==> src/rtl/up_down_counter_pkg.sv <==
// Shared types and constants for the occupancy counter FSM.
package up_down_counter_pkg;

    localparam int unsigned COUNT_W           = 3;
    localparam int unsigned MAX_COUNT_DEFAULT = 7;

    typedef enum logic [COUNT_W-1:0] {
        S0 = 3'd0,
        S1 = 3'd1,
        S2 = 3'd2,
        S3 = 3'd3,
        S4 = 3'd4,
        S5 = 3'd5,
        S6 = 3'd6,
        S7 = 3'd7
    } state_t;

    // Bit i set when state index i lies in 0..max_count.
    function automatic logic [(1 << COUNT_W)-1:0] valid_mask(input int unsigned max_count);
        logic [(1 << COUNT_W)-1:0] mask;
        mask = '0;
        for (int unsigned i = 0; i < (1 << COUNT_W); i++) begin
            if (i <= max_count) begin
                mask[i] = 1'b1;
            end
        end
        return mask;
    endfunction

endpackage

==> src/rtl/up_down_counter_fsm_edge_detect.sv <==
// Rising-edge pulse generator for the Up and Down request lines.
module updown_edge_detect (
    input  logic clk,
    input  logic reset,
    input  logic up,
    input  logic down,
    output logic up_pulse,
    output logic down_pulse
);

    logic up_q;
    logic down_q;

    always_ff @(posedge clk) begin
        if (reset) begin
            up_q   <= 1'b0;
            down_q <= 1'b0;
        end else begin
            up_q   <= up;
            down_q <= down;
        end
    end

    assign up_pulse   = up & ~up_q;
    assign down_pulse = down & ~down_q;

endmodule

==> src/rtl/up_down_counter_fsm.sv <==
// Occupancy counter core: Moore FSM, one state per count value, with full/empty/alarm.
// Define UPDOWN_EDGE_DETECT_EN to count only 0->1 transitions of Up/Down.
module up_down_counter_fsm
    import up_down_counter_pkg::*;
#(
    parameter int unsigned MAX_COUNT = MAX_COUNT_DEFAULT
) (
    input  logic               CLK,
    input  logic               reset,
    input  logic               Up,
    input  logic               Down,
    output logic [COUNT_W-1:0] Pcount,
    output logic               Full_Flag,
    output logic               Empty_Flag,
    output logic               Alarm_Flag
);

    localparam logic [COUNT_W-1:0]        MAX_IDX = MAX_COUNT[COUNT_W-1:0];
    localparam logic [(1<<COUNT_W)-1:0]   VALID   = valid_mask(MAX_COUNT);

    state_t state;
    logic   alarm;
    logic   up_req;
    logic   down_req;

`ifdef UPDOWN_EDGE_DETECT_EN
    updown_edge_detect u_edge (
        .clk        (CLK),
        .reset      (reset),
        .up         (Up),
        .down       (Down),
        .up_pulse   (up_req),
        .down_pulse (down_req)
    );
`else
    assign up_req   = Up;
    assign down_req = Down;
`endif

    always_ff @(posedge CLK) begin
        if (reset) begin
            state <= S0;
            alarm <= 1'b0;
        end else if (!VALID[state]) begin
            // Encodings above MAX_COUNT are unreachable; recover silently.
            state <= S0;
            alarm <= 1'b0;
        end else begin
            alarm <= 1'b0;
            case ({up_req, down_req})
                2'b10: begin
                    if (state == state_t'(MAX_IDX)) begin
                        alarm <= 1'b1;
                    end else begin
                        state <= state_t'(state + 3'd1);
                    end
                end
                2'b01: begin
                    if (state == S0) begin
                        alarm <= 1'b1;
                    end else begin
                        state <= state_t'(state - 3'd1);
                    end
                end
                default: ;
            endcase
        end
    end

    assign Pcount     = state;
    assign Full_Flag  = (state == state_t'(MAX_IDX));
    assign Empty_Flag = (state == S0);
    assign Alarm_Flag = alarm;

endmodule

==> config.mk <==
export PLATFORM = sky130hd
export DESIGN_NAME = up_down_counter_fsm
export DESIGN_NICKNAME = d
export VERILOG_FILES = /design/src/rtl/up_down_counter_pkg.sv /design/src/rtl/up_down_counter_fsm_edge_detect.sv /design/src/rtl/up_down_counter_fsm.sv
export SDC_FILE = /design/constraint.sdc
export NUM_CORES = 1
export LEC_CHECK = 0
export ABC_CLOCK_PERIOD_IN_PS = 1500
export CORE_AREA = 2 2 39 41
export CTS_CLUSTER_DIAMETER = 50
export DETAILED_ROUTE_END_ITERATION = 16
export DIE_AREA = 0 0 41 43
export DONT_BUFFER_PORTS = 1
export PLACE_DENSITY = 0.47
export SYNTH_ARGS = -nofsm -noshare
export SYNTH_HDL_FRONTEND = slang
export SYNTH_SLANG_ARGS = --single-unit
==> constraint.sdc <==
create_clock -name CLK -period 1.5 [get_ports CLK]
set_clock_uncertainty 0.05 [all_clocks]
set_input_delay 0.15 -clock CLK [delete_from_list [all_inputs] [get_ports CLK]]
set_output_delay 0.15 -clock CLK [all_outputs]
set_load 0.1 [all_outputs]
Word level (Yosys, flattened, before mapping)
Memory sizes are Yosys's and may differ from the RTL's. A register that Yosys moved wholly into a read port is not among the register bits.
Index checks and enable logic that the tools add are counted.
{"block": "op_classes", "add_sub_neg": 2, "magnitude_cmp": 1, "n_eq_ne": 5, "n_mux": 9, "bitwise": 1, "reduce_logical": 4}
{"cell": "2-to-1 mux 3 bit", "count": 4}
{"cell": "one-hot mux 3 bit (2 select lines)", "count": 1}
{"cell": "< comparator 3 x 4 -> 1 bit, second input constant", "count": 1}
{"cell": "inequality test 2 bit, second input constant", "count": 2}
{"cell": "adder 3 x 1 -> 3 bit, second input constant", "count": 1}
{"cell": "equality test 3 bit, second input constant", "count": 1}
{"cell": "zero test 3 bit", "count": 1}
{"cell": "2-to-1 mux 1 bit", "count": 3}
{"cell": "AND reduction 3 bit", "count": 1}
{"cell": "subtractor 3 x 1 -> 3 bit, second input constant", "count": 1}
{"cell": "equality test 2 x 1 -> 1 bit, second input constant", "count": 1}
{"cell": "equality test 2 bit, second input constant", "count": 1}
{"cell": "one-hot mux 1 bit (2 select lines)", "count": 1}
{"cell": "nonzero test 2 bit", "count": 1}
{"cell": "OR reduction 2 bit", "count": 1}
{"cell": "NOT 1 bit", "count": 1}
{"block": "word_totals", "regBits": 4, "romBits": 8, "inputBits": 4, "out_inout_bits": 6, "wordCells": 25, "n_memories": 1}
{"name": "(no name shown)", "words": 8, "word_bits": 1, "read_ports": 1, "rd_ports_with_merged_regs": 1, "wr": 0, "line": "up_down_counter_fsm.sv:44", "source": "end else if (!VALID[state]) begin"}

Longest topological paths before layout
{"block": "depth", "ltp_word": 5, "ltp_mapped": 8, "depth_no_buf": 7}

Worst setup path after synthesis
No wires, ideal clock.
{"block": "synth_path", "path_kind": "register to output", "from": "register state[0] (netlist: Pcount[0])", "to": "output Full_Flag", "arrival_ns": 3.419, "slack_ns": -2.119, "stages_incl_launch_ff": 3, "cell_sequence": "dfxtp_1 -> inv_1 -> nor3_1"}
{"block": "synth_via", "elab_chain_len": 1}
{"element": "start, declared", "line": "up_down_counter_fsm.sv:21", "source": "state_t state;"}
{"element": "start signal, assigned", "line": "up_down_counter_fsm.sv:55", "source": "state <= state_t'(state + 3'd1);"}
{"element": "start signal, assigned", "line": "up_down_counter_fsm.sv:62", "source": "state <= state_t'(state - 3'd1);"}
{"element": "equality test 3 bit", "line": "up_down_counter_fsm.sv:71", "source": "assign Full_Flag = (state == state_t'(MAX_IDX));"}
{"element": "end, declared", "line": "up_down_counter_fsm.sv:13", "source": "output logic Full_Flag,"}
Every way passes these cells.

Worst setup path in the final report
{"block": "layout_path", "from": "register state[1] (netlist: Pcount[1])", "to": "register state[1] (netlist: Pcount[1])"}
{"block": "layout_via", "elab_chain_len": 3, "elab_cells_between_ends": 10, "classes_between": "add/sub: 2; eq/ne: 3; mux: 3; reduce/logical: 2"}
{"element": "subtractor 3 x 1 -> 3 bit, or another cell as far along", "line": "up_down_counter_fsm.sv:62"}
{"element": "2-to-1 mux 3 bit, or another cell as far along", "line": "up_down_counter_fsm.sv:59", "source": "if (state == S0) begin"}
{"element": "one-hot mux 3 bit (2 select lines) or AND reduction 3 bit (tied branches)"}
Several ways; a longest one is shown, not always the timed one. The select of a mux whose other input is x is not followed.
A chain may end at the register's enable or synchronous reset.

==> flow_metrics.env <==
export IMPL_num_vias=296
export IMPL_die_area_sq_mm=0.00176
export IMPL_clk_latency_ns=0.25
export IMPL_cp_top_family="adder cells"
export IMPL_cts_setup_buffers=0
export IMPL_synth_area_sq_um=318
export IMPL_grt_pass1_wl_um=1370
export IMPL_n_antenna_cell=0
export IMPL_arrival_ns=1.59
export IMPL_totalWireLength_um=772
export IMPL_routabilityCongestion=0.828
export IMPL_clk_pin_slew_ns=0.04
export IMPL_synth_seq_cells=4
export IMPL_end_kind="flop"
export IMPL_relSlewSlack_pct=77.9
export IMPL_fin_util_pct=36.1
export IMPL_numClockSinks=4
export IMPL_status="complete, no violations"
export IMPL_drt_antenna_violating_nets=0
export IMPL_htreeDepth=1
export IMPL_ir_drop_uv=441
export IMPL_fin_crit_sh_pct=99.0
export IMPL_clk_path_buf_depth=2
export IMPL_power_density_mw_per_mm2=923
export IMPL_grt_usage_pct=12.1
export IMPL_fin_crit_ns=1.48
export IMPL_start_util_pct=23.0
export IMPL_syn2layout_area_growth_pct=57.1
export IMPL_grt_pass1_vias=319
export IMPL_grt_setup_unrepaired="true"
export IMPL_core_rowCount=14
export IMPL_worstPathRequired_ns=1.60
export IMPL_die_height_um=43
export IMPL_syn_num_nets=42
export IMPL_final_hold_viol_count=0
export IMPL_antenna_found_initial=0
export IMPL_crit_chain="inv_1 -> fa_2 -> or2_0 -> a221oi_2"
export IMPL_grt_overflow=0
export IMPL_wire_per_inst_um=12.1
export IMPL_num_nets_final=56
export IMPL_cp_num_buf_inv=1
export IMPL_core_area_sq_mm=0.00138
export IMPL_hold_path_class="primary input to flop"
export IMPL_grt_max_degree=8
export IMPL_first_iter_violations=3
export IMPL_crit_fanout=2
export IMPL_setup_violations=0
export IMPL_final_common_cell="buf_4"
export IMPL_r2r_cells=4
export IMPL_max_freq_ghz=0.674
export IMPL_p_leak_nw=0.200
export IMPL_hold_path_startpoint="Down"
export IMPL_final_cell_mix="buf_4 (6), inv_1 (5), dfxtp_4 (3), clkbuf_4 (3)"
export IMPL_cts_tree="built"
export IMPL_synth_warning_count=0
export IMPL_stdcell_count=64
export IMPL_worst_pin_slew_ns=0.332
export IMPL_reg2reg_slack_ns=0.02
export IMPL_numPortBuffers=0
export IMPL_synth_avg_cell_area_sq_um=9.08
export IMPL_holdPathStages=2
export IMPL_cts_root_buffer="clkbuf_4"
export IMPL_cp_start_kind="flop"
export IMPL_seq_area_frac_synth_pct=25.2
export IMPL_synth_cell_types=22
export IMPL_hpwl_um=616
export IMPL_r2r_start="Pcount[1]$_SDFFE_PP0P_"
export IMPL_placed_cells=59
export IMPL_vias_per_cell=4.63
export IMPL_startpoint="Pcount[1]$_SDFFE_PP0P_"
export IMPL_maxCapViolCount=0
export IMPL_drc=0
export IMPL_crit_type="flop to flop"
export IMPL_hold_end="Alarm_Flag$_SDFF_PP0_"
export IMPL_slew_viol_final=0
export IMPL_die_w_um=41
export IMPL_dr_pass1_iters=2
export IMPL_critPathMaxStageDelay_ns=0.45
export IMPL_layout_drive_gt1_share_pct=45.8
export IMPL_r2r_end="Pcount[1]$_SDFFE_PP0P_"
export IMPL_cp_slowest_cell="fa_2"
export IMPL_io_pins=10
export IMPL_cts_buffers=3
export IMPL_postSynthCellCount=35
==> registers in the layout, summed over array words and instances, names as in the netlist <==
signal	flops
Pcount	3
Alarm_Flag	1
==> worst max-delay path by stage <==
stage,to,slack [ns],cells past startpoint
2_1_floorplan,Full_Flag,-0.33,2
3_3_place_gp,Pcount[1]$_SDFFE_PP0P_,0.03,6
3_5_place_dp,Pcount[1]$_SDFFE_PP0P_,-0.005,6
4_1_cts,Pcount[1]$_SDFFE_PP0P_,0.007,4
5_1_grt,Pcount[2]$_SDFFE_PP0P_,-0.05,5
6_report,Pcount[1]$_SDFFE_PP0P_,0.02,4
==> metrics by stage <==
stage | setup TNS, ns | hold slack (ns) | total power [W] | worst slack, ns | instance area (sq um)
floorplan | -0.950 | 0.157 | 0.000257 | -0.328 | 358
CTS | 0 | 0.0516 | 0.000468 | 0.00709 | 495
global route | -0.0893 | 0.0748 | 0.000484 | -0.0509 | 499
finish | 0 | 0.0605 | 0.000461 | 0.0157 | 499
global placement | 0 | 0.159 | 0.000301 | 0.0316 | 459
detailed placement | -0.00510 | 0.163 | 0.000302 | -0.00510 | 459
==> cell families after synthesis <==
family | synth area share [%]
AND/OR/NAND/NOR | 18.1
buffers and inverters | 10.6
flip-flops | 25.2
adder cells (fa/ha/maj) | 14.2
AO/OA/AOI/OAI | 22.0
multiplexers | 9.84
==> metal layers <==
metal  vias to the layer above  GRT usage [%]  share of wire, %
li1                        150              -                 -
met1                       139           13.9                40
met2                         5           17.5                53
met3                         2           1.57               2.8
met4                         0           12.0               3.2
met5                         -              0                 0
==> synthesized netlist by cell type <==
cell       instances  area [sq um]
ha_1               2          25.0
and2_1             1          6.26
a21boi_0           1          7.51
o21ai_0            2          10.0
a211oi_1           1          7.51
buf_6              1          11.3
nor3_1             2          10.0
a221oi_2           1          15.0
or2_0              1          6.26
dfxtp_1            4          80.1
inv_1              6          22.5
nor2_2             1          6.26
a32o_1             1          10.0
nor2b_1            1          6.26
nor3b_2            1          12.5
a31oi_1            1          6.26
a21oi_1            1          5.00
o2111ai_1          1          8.76
nand3_1            2          10.0
mux2i_1            2          20.0
mux2_1             1          11.3
fa_1               1          20.0
==> worst reg2reg max path: cells and delay by family (launching register included) <==
family          cells  cell delay (ns)
compound gates      1             0.24
buf+inv             1             0.10
fa+ha+maj           1             0.45
simple gates        1             0.22
flops               1             0.33
==> report_power, final <==
part           internal, W  leakage [nW]  switching (W)
registers         0.000112        0.0348     0.00000593
clock network     0.000101        0.0150      0.0000550
logic            0.0000615         0.150       0.000126
==> repair_timing <==
action,in CTS,in global routing
gates resized for setup,0,1
setup endpoints to repair,0,3
endpoints found under the hold margin,4,0
hold buffers,1,0
==> layout make-up <==
cell class              instances  area [sq um]
fillers                       145           885
multi-input cells              24           229
repair buffers                 10           106
flip-flops and latches          4          91.3
clock buffers                   4          26.3
inverters                       6          26.3
well taps                      16          20.0
(Power assumes the default switching activity.)
